==> src/rtl/serial_frame_demux.sv <==
// Serial frame demultiplexer: decodes start/address/length/payload frames from
// a one-bit stream and routes each payload bit to the addressed channel line.
module serial_frame_demux #(
  parameter int unsigned ADDR_W = 2,
  parameter int unsigned LEN_W  = 3
) (
  input  logic                   clk,
  input  logic                   rst,
  input  logic                   serin,
  input  logic                   abort,
  output logic [2**ADDR_W-1:0]   dout,
  output logic                   outvalid,
  output logic [ADDR_W-1:0]      ch,
  output logic                   done,
  output logic                   busy
);

  localparam int unsigned CH    = 2**ADDR_W;
  localparam int unsigned CNT_W = (ADDR_W > LEN_W) ? ADDR_W : LEN_W;

  typedef enum logic [1:0] {
    IDLE = 2'd0,
    ADDR = 2'd1,
    LEN  = 2'd2,
    DATA = 2'd3
  } state_t;

  state_t              r_state;
  logic [CNT_W-1:0]    r_cnt;
  logic [ADDR_W-1:0]   r_addr;
  logic [LEN_W-1:0]    r_len;
  logic [LEN_W-1:0]    r_rem;
  logic [CH-1:0]       r_dout;
  logic                r_outvalid;
  logic [ADDR_W-1:0]   r_ch;
  logic                r_done;
  logic                r_busy;

  state_t              w_state_nxt;
  logic [CNT_W-1:0]    w_cnt_nxt;
  logic [ADDR_W-1:0]   w_addr_nxt;
  logic [LEN_W-1:0]    w_len_nxt;
  logic [LEN_W-1:0]    w_rem_nxt;
  logic [CH-1:0]       w_dout_nxt;
  logic                w_outvalid_nxt;
  logic [ADDR_W-1:0]   w_ch_nxt;
  logic                w_done_nxt;
  logic                w_busy_nxt;
  logic [ADDR_W-1:0]   w_addr_shift;
  logic [LEN_W-1:0]    w_len_shift;

  // Field registers with the incoming bit shifted in at the LSB (MSB-first fields)
  assign w_addr_shift = ADDR_W'({r_addr, serin});
  assign w_len_shift  = LEN_W'({r_len, serin});

  // Next-state and next-output decode; abort in any non-idle state overrides
  always_comb begin
    w_state_nxt    = r_state;
    w_cnt_nxt      = r_cnt;
    w_addr_nxt     = r_addr;
    w_len_nxt      = r_len;
    w_rem_nxt      = r_rem;
    w_ch_nxt       = r_ch;
    w_dout_nxt     = '0;
    w_outvalid_nxt = 1'b0;
    w_done_nxt     = 1'b0;

    case (r_state)
      IDLE: begin
        if (serin) begin
          w_state_nxt = ADDR;
          w_cnt_nxt   = '0;
        end
      end
      ADDR: begin
        w_addr_nxt = w_addr_shift;
        w_cnt_nxt  = r_cnt + CNT_W'(1);
        if (r_cnt == CNT_W'(ADDR_W - 1)) begin
          w_state_nxt = LEN;
          w_cnt_nxt   = '0;
          w_ch_nxt    = w_addr_shift;
        end
      end
      LEN: begin
        w_len_nxt = w_len_shift;
        w_cnt_nxt = r_cnt + CNT_W'(1);
        if (r_cnt == CNT_W'(LEN_W - 1)) begin
          w_cnt_nxt = '0;
          if (w_len_shift == '0) begin
            w_state_nxt = IDLE;
            w_done_nxt  = 1'b1;
          end else begin
            w_rem_nxt   = w_len_shift;
            w_state_nxt = DATA;
          end
        end
      end
      DATA: begin
        w_dout_nxt     = CH'(serin) << r_addr;
        w_outvalid_nxt = 1'b1;
        w_rem_nxt      = r_rem - LEN_W'(1);
        if (r_rem == LEN_W'(1)) begin
          w_state_nxt = IDLE;
          w_done_nxt  = 1'b1;
        end
      end
      default: w_state_nxt = IDLE;
    endcase

    if (abort && (r_state != IDLE)) begin
      w_state_nxt    = IDLE;
      w_cnt_nxt      = '0;
      w_rem_nxt      = '0;
      w_ch_nxt       = r_ch;
      w_dout_nxt     = '0;
      w_outvalid_nxt = 1'b0;
      w_done_nxt     = 1'b0;
    end

    // Busy covers the frame plus the first idle cycle after it ends
    w_busy_nxt = (r_state != IDLE) || (w_state_nxt != IDLE);
  end

  // State, field and output registers with synchronous active-low reset
  always_ff @(posedge clk) begin
    if (!rst) begin
      r_state    <= IDLE;
      r_cnt      <= '0;
      r_addr     <= '0;
      r_len      <= '0;
      r_rem      <= '0;
      r_dout     <= '0;
      r_outvalid <= 1'b0;
      r_ch       <= '0;
      r_done     <= 1'b0;
      r_busy     <= 1'b0;
    end else begin
      r_state    <= w_state_nxt;
      r_cnt      <= w_cnt_nxt;
      r_addr     <= w_addr_nxt;
      r_len      <= w_len_nxt;
      r_rem      <= w_rem_nxt;
      r_dout     <= w_dout_nxt;
      r_outvalid <= w_outvalid_nxt;
      r_ch       <= w_ch_nxt;
      r_done     <= w_done_nxt;
      r_busy     <= w_busy_nxt;
    end
  end

  assign dout     = r_dout;
  assign outvalid = r_outvalid;
  assign ch       = r_ch;
  assign done     = r_done;
  assign busy     = r_busy;

endmodule

==> config.mk <==
export PLATFORM = sky130hd
export DESIGN_NAME = serial_frame_demux
export DESIGN_NICKNAME = d
export VERILOG_FILES = /design/src/rtl/serial_frame_demux.sv
export SDC_FILE = /design/constraint.sdc
export NUM_CORES = 1
export LEC_CHECK = 0
export CAP_MARGIN = 5
export CELL_PAD_IN_SITES_DETAIL_PLACEMENT = 1
export CELL_PAD_IN_SITES_GLOBAL_PLACEMENT = 1
export CORE_MARGIN = 8
export CORE_UTILIZATION = 44
export DETAILED_ROUTE_END_ITERATION = 10
export GPL_TIMING_DRIVEN = 0
export PLACE_DENSITY = 0.83
export SYNTH_ARGS = -nofsm -noshare
export SYNTH_HDL_FRONTEND = slang
export SYNTH_SLANG_ARGS = --single-unit
==> constraint.sdc <==
create_clock -name clk -period 3.9 [get_ports clk]
set_clock_uncertainty 0.1 [all_clocks]
set_input_delay 1.17 -clock clk [delete_from_list [all_inputs] [get_ports clk]]
set_output_delay 1.17 -clock clk [all_outputs]
set_load 0.1 [all_outputs]
==> results summary, run 1 <==
Averaged over all synthesized cells, the footprint is 8.99 um2. The total CTS buffers came out at 3. The dominant register cell in the synthesized netlist is dfxtp_1.

The pin count of the biggest net entering global routing is 13. The total power divided by cell area came out at 509 mW/mm2. The final setup violation count is 0. The largest stage delay on the critical path came out at 1.14 ns. Yosys instantiated no cell more often than dfxtp_1. The buffer and inverter count on the worst path came out at 1. The clock tree from TritonCTS is done.

Synthesis produced a netlist whose cell count is 117. The cell type with the highest aggregate area in the netlist is dfxtp_1. The number of hold violations in the final report is 0. On the critical path, the stage with the largest delay is an instance of clkdlybuf4s50_1. The worst path in the final design needs a cycle of 3.08 ns, including I/O delays and setup. The count of yosys warnings during synthesis came out at 0. The cts-stage hold buffer count came out at 0.

The worst setup path is captured at a primary output. Across the run, the number of max-cap violations was 0. After layout, the worst path uses 79.0% of the clock period. In this run the horizontal extent of the chip is 64.9 um. The clock tree buffer depth came out at 2.

The max-slew violation total from the final report came out at 0. The number of nets in the finished design is 144. Measured along the y axis, the die boundary spans 64.9 um.

The multiplexer fraction of the synthesized cell area came out at 5.71%. In this run the number of H-tree levels came out at 1. The detailed-route via count is 887. After Yosys synthesis, full adders, half adders and majority gates account for 7.13% of the synthesized area.

After synthesis, the largest family of logic cells by area is simple AND/OR/NAND/NOR gates. The number of global-route vias before repair came to 937. The signal on the critical path passes through clkdlybuf4s50_1. The proportion of register bits with asynchronous set or reset after synthesis is 0%. The remaining antenna violation count after routing is 0. The first TritonRoute pass finished after 4 iterations.

Setup repair after global routing left no endpoint under its margin. The post-detailed-route wirelength per cell is 16.8 um. The weighted congestion reported at the end of routability-driven placement is 0.926. The global-route wire length before repair came out at 4530 um.

The number of primary I/O pins is 13. The total wirelength of the detailed-routed design came out at 2710 um. In this run the worst hold path is classified as register to register. The total power is 0.628 mW. The number of post-CTS setup repair buffers came out at 0. Across every metal layer, demand over resource in global routing totals 13.5%. The count of flip-flops with a built-in enable after synthesis is 0. For this design, the sink count on the clock tree is 21. CTS placed an instance of clkbuf_4 at the clock tree root.

The share of the synthesized area in the top cell type came out at 40.0%. For this block, the initial DRC count from the detailed router was 31. At the pin with the least slew margin, the transition time is 0.980 ns.

The commonest cells after synthesis are 21 x dfxtp_1, 13 x nand2_1, 10 x a21oi_1, 10 x nor2b_1. Of the total synthesized cell area, the portion taken by AND, OR, NAND and NOR gates is 30.0%. After synthesis the netlist holds a flip-flop and latch count of 21. The maximum net fanout on the critical path is 2. For the worst setup path, the data required time is 2.63 ns.

The utilization after layout is 55.3%. The clock insertion delay at the later pin of the skew report came out at 0.31 ns. Clock-pin slew was measured on the worst setup and hold paths at 0.12 ns. The synthesis-to-finish area growth is 17.4%. The per-cell via count in the routed design is 5.51. The number of antenna violations at the first check in global routing is 0. The fraction of layout cells with a size suffix above 1 is 6.02%.

The number of distinct library cell variants in the gate-level netlist after synthesis came out at 36. The final sum of negative setup slack is 0 ns. The DRC violations left came out at 0. The compound-cell area share of the yosys netlist is 14.4%.

The worst setup path is of the register to primary output kind. The leakage component of the power is 0.450 nW. Post-CTS repair changed the size of 0 cells.

0 antenna diodes ended up in the layout. The number of buffers inserted by port buffering is 12. The final global-route overflow total is 0. The initial core utilization came out at 47.1%. Headroom to the max-slew limit came out at 34.4%. The area of the mapped netlist came out at 0.00105 mm2.

The share of the yosys chip area belonging to registers came out at 40.0%. After floorplanning, the core was sized to cover 0.00223 mm2. The post-synthesis net count came out at 127. The worst ir drop on vdd is 0.308 mV.

Data arrives at the worst endpoint at 1.81 ns. The element type at the critical path start is a register. The row count came out at 17. The share of the synthesized netlist area taken by xor and xnor gates is 0%.

The highest clock rate came out at 0.325 GHz. In the post-synthesis netlist, the biggest area contributors are dfxtp_1 40%, ha_1 7.1%, nor2b_1 5.9%. The register-to-register setup slack came out at 1.83 ns.

The placed wire-length estimate came out at 2020 um. The die area is 0.00421 mm2. Broken down by cell family, the worst path's largest delay share belongs to buffers and inverters. The run finished with clean final reports.
## metrics by stage
| stage | worst slack, ns | instance area [um2] | hold WS, ns | cells |
|---|---|---|---|---|
| 2_1_floorplan | 1.63 | 1050 | 0.332 | 117 |
| 3_3_place_gp | 0.870 | 1210 | 0.342 | 157 |
| 3_5_place_dp | 0.839 | 1210 | 0.378 | 157 |
| 4_1_cts | 0.794 | 1230 | 0.395 | 161 |
| 5_1_grt | 0.760 | 1230 | 0.411 | 161 |
| 6_report | 0.821 | 1230 | 0.391 | 161 |
## where the power goes
group / internal [mW] / switching (mW) / leakage (nW)
sequential: 0.236 / 0.0245 / 0.170
combinational: 0.0940 / 0.164 / 0.262
clock: 0.0384 / 0.0710 / 0.0177
total: 0.368 / 0.260 / 0.450
## final timing paths
path                   end        from  cells past startpoint
setup / recovery     ch[0]       ch[0]                      1
hold / removal    r_rem[1]    r_rem[1]                      2
setup reg to reg  r_rem[0]  r_state[0]                      6
hold reg to reg   r_rem[1]    r_rem[1]                      2
## layout by cell type (no fill, tap or decap), types with 4 or more instances in the layout
cell type,n
a21oi_1,10
dfxtp_1,21
nor2_1,5
inv_1,5
o21ai_0,4
clkdlybuf4s50_1,12
mux2i_1,6
nor2b_1,10
nand2_1,13
ha_1,6
## cell families after synthesis
kind of cell / after synthesis
AND/OR/NAND/NOR: 52
AO/OA/AOI/OAI: 24
flip-flops: 21
buffers and inverters: 8
multiplexers: 6
adder cells (fa/ha/maj): 6
## registers in the layout, indices dropped and copies added (netlist names), 2 cells and up
register,count
r_addr,2
r_len,2
r_cnt,3
r_state,2
r_rem,3
dout,4
ch,2
## routing by layer
metal	wire [um]	part of all wire, %	vias up	global-route usage (%)
met3	103	3.8	2	2.75
met1	1210	45	423	16.2
met4	31	1.1	0	4.90
li1	-	-	443	-
met2	1360	50	19	23.2
met5	0	0	-	0
## final cells by class
type,count,area (um2)
fill,283,998
multi-input combinational,88,602
sequential,21,420
timing repair buffer,12,120
tap,28,35.0
clock buffer,3,22.5
inverter,5,18.8
buffer,3,11.3
clock inverter,1,5.00
No activity file was read; power rests on OpenSTA's default activity.
==> run 2, diff against run 1 <==
--- a/config.mk
+++ b/config.mk
@@ -9,10 +9,10 @@
 export CELL_PAD_IN_SITES_DETAIL_PLACEMENT = 1
 export CELL_PAD_IN_SITES_GLOBAL_PLACEMENT = 1
 export CORE_MARGIN = 8
-export CORE_UTILIZATION = 44
+export CORE_UTILIZATION = 36
 export DETAILED_ROUTE_END_ITERATION = 10
 export GPL_TIMING_DRIVEN = 0
-export PLACE_DENSITY = 0.83
+export PLACE_DENSITY = 0.73
 export SYNTH_ARGS = -nofsm -noshare
 export SYNTH_HDL_FRONTEND = slang
 export SYNTH_SLANG_ARGS = --single-unit
==> constraint.sdc (replaced) <==
create_clock -name clk -period 2.6 [get_ports clk]
set_clock_uncertainty 0.1 [all_clocks]
set_input_delay 0.78 -clock clk [delete_from_list [all_inputs] [get_ports clk]]
set_output_delay 0.78 -clock clk [all_outputs]
set_load 0.1 [all_outputs]
==> results summary, run 2 (synthesis results as in run 1) <==
The die area was 0.00491 mm2 (was 0.00421 mm2). The fraction of layout cells with a size suffix above 1 was 6.02% (unchanged). The part of the cycle the worst path needs came out at 93.1%. The row count came out at 19 (was 17). The leakage component of the power is 0.487 nW (was 0.450 nW).

The post-layout worst setup margin is 0.179 ns (was 0.821 ns). Leading cell types in the layout, fill and taps excluded: 21 x dfxtp_1, 13 x nand2_1, 10 x nor2b_1, 10 x a21oi_1, 9 x dlygate4sd2_1 (was 21 x dfxtp_1, 13 x nand2_1, 12 x clkdlybuf4s50_1). The number of buffers inserted by port buffering is 12 (unchanged). The worst setup slack after placement came out at -0.0562 ns (was 0.839 ns). The clock sink total is 21 (unchanged). Status: complete, no violations (unchanged).

The die span in y is 70.1 um (was 64.9 um). The total power divided by cell area came out at 757 mW/mm2 (was 509 mW/mm2). The number of antenna violations at the first check in global routing is 0 (unchanged). The met1 layer usage reported by global route came out at 11.2% (was 16.2%). The total CTS buffers was 3 (unchanged). The headroom to the max-slew limit was 34.6% (was 34.4%). The width of the die came to 70.1 um (was 64.9 um). The most common library cell in the layout ignoring fill and taps is dfxtp_1 (unchanged). The total wirelength of the detailed-routed design is 2560 um (was 2710 um).

Counting I/O delays and the setup requirement, the final critical path takes 2.42 ns. The post-detailed-route wirelength per cell came out at 15.6 um (was 16.8 um). The max-slew violation total from the final report is 0 (unchanged). The filler-free cell count of the finished design came to 164 (was 161). The clock tree buffer depth is 2 (unchanged). The worst min-delay path category is register to register (unchanged). The standard cell core area came to 0.00276 mm2 (was 0.00223 mm2). The arrival time at the worst endpoint was 1.54 ns (was 1.81 ns). The synthesis-to-finish area growth was 16.9% (was 17.4%). The DRC violations left came out at 0 (unchanged). The number of H-tree branching levels came out at 1 (unchanged).

The category of the critical setup timing path was register to primary output (unchanged). The number of primary I/O pins was 13 (unchanged). The maximum net fanout on the critical path came to 2 (unchanged). The buffer and inverter count on the worst path came out at 1 (unchanged). The placed wire-length estimate is 1950 um (was 2020 um). The detailed-route via count is 901 (was 887). The pin count of the biggest net entering global routing was 14 (was 13). The clock root buffer master is clkbuf_4 (unchanged). The overall global routing resource usage came out at 10.6% (was 13.5%). The final global-route overflow total came out at 0 (unchanged). The clock insertion delay at the later pin of the skew report came out at 0.31 ns (about the same). Critical path, cell by cell: dlygate4sd2_1 (was clkdlybuf4s50_1). The detailed router's first-iteration violation count came out at 23 (was 31).

The element type at the critical path start is a register (unchanged). The max capacitance violation total came out at 0 (unchanged). The antenna diode count came to 0 (unchanged).

The transition time of the tightest slew-check pin came to 0.985 ns (was 0.980 ns). The clock input transition at the sequential cells of the worst setup and hold paths is 0.13 ns (was 0.12 ns). The routing usage on met2 came out at 19.3% (was 23.2%).

The family with the most delay on the worst path is buffers and inverters (unchanged). The met3 track demand over resource in global routing came to 4.66% (was 2.75%). The number of instances in the placed design is 160 (was 157). The highest-utilization routing layer at the global route stage is met2 (unchanged). The worst hold-check slack was 0.371 ns (was 0.391 ns).

The per-cell via count in the routed design came out at 5.49 (was 5.51). The final setup violation count came out at 0 (unchanged). The flip-flop count of the largest register, all copies and words added is 4 (unchanged). The cell with the biggest individual delay on the critical path is dlygate4sd2_1 (was clkdlybuf4s50_1).

The global-route wire length before repair came out at 4390 um (was 4530 um). The weighted congestion reported at the end of routability-driven placement is 0.796 (was 0.926). The number of nets in the finished design is 144 (unchanged). The clock tree from TritonCTS is done (unchanged). The initial core utilization came out at 38.2% (was 47.1%). The remaining antenna violation count after routing is 0 (unchanged). The largest stage delay on the critical path is 0.87 ns (was 1.14 ns). The endpoint type of the worst setup path is a primary output (unchanged). Unrepaired setup endpoints after global routing: no (unchanged). The placement-stage cell area is 0.00121 mm2 (about the same). The number of global-route vias before repair is 956 (was 937). The total iterations of the first detailed-routing run came out at 4 (unchanged).

The highest clock rate is 0.413 GHz. The final non-filler cell area is 0.00123 mm2 (about the same). The required time of the worst setup path is 1.72 ns (was 2.63 ns). The worst ir drop on vdd is 0.493 mV (was 0.308 mV). The number of hold violations in the final report came out at 0 (unchanged).
-- run 2: metrics by stage --
step / power, mW / TNS (ns) / utilization (%)
2_1_floorplan: 0.680 / 0 / -
5_1_grt: 1.00 / 0 / 44.6
4_1_cts: 0.949 / 0 / 44.6
3_3_place_gp: 0.764 / -0.0382 / 43.9
6_report: 0.931 / 0 / 44.6
3_5_place_dp: 0.779 / -0.175 / 43.9
-- run 2: routing by layer --
metal  part of all wire [%]  wire length [um]
met3                    5.8               149
met1                     44              1110
met4                   0.20                 5
met5                      0                 0
met2                     50              1290
-- run 2: final timing paths --
kind | from | end | slack (ns) | depth (start not counted)
max | ch[0] | ch[0] | 0.18 | 1
min | r_rem[1] | r_rem[1] | 0.37 | 2
max reg2reg | r_state[1] | r_cnt[0] | 0.55 | 6
min reg2reg | r_rem[1] | r_rem[1] | 0.37 | 2
-- run 2: final cells by class --
type / count / area [um2]
Buffer: 3 / 11.3
Clock buffer: 3 / 22.5
Clock inverter: 1 / 7.51
Fill cell: 323 / 1530
Inverter: 5 / 18.8
Multi-Input combinational cell: 88 / 602
Sequential cell: 21 / 420
Tap cell: 31 / 38.8
Timing Repair Buffer: 12 / 109
-- run 2: report_power, final --
| part | switching, mW | internal (mW) |
|---|---|---|
| registers | 0.0333 | 0.354 |
| clock network | 0.108 | 0.0587 |
| logic | 0.242 | 0.136 |
-- run 2: timing repair --
item,4_1_cts,5_1_grt
endpoints found under the setup margin,9,0
hold buffers,0,0
setup buffers,0,0
gates resized for setup,9,0
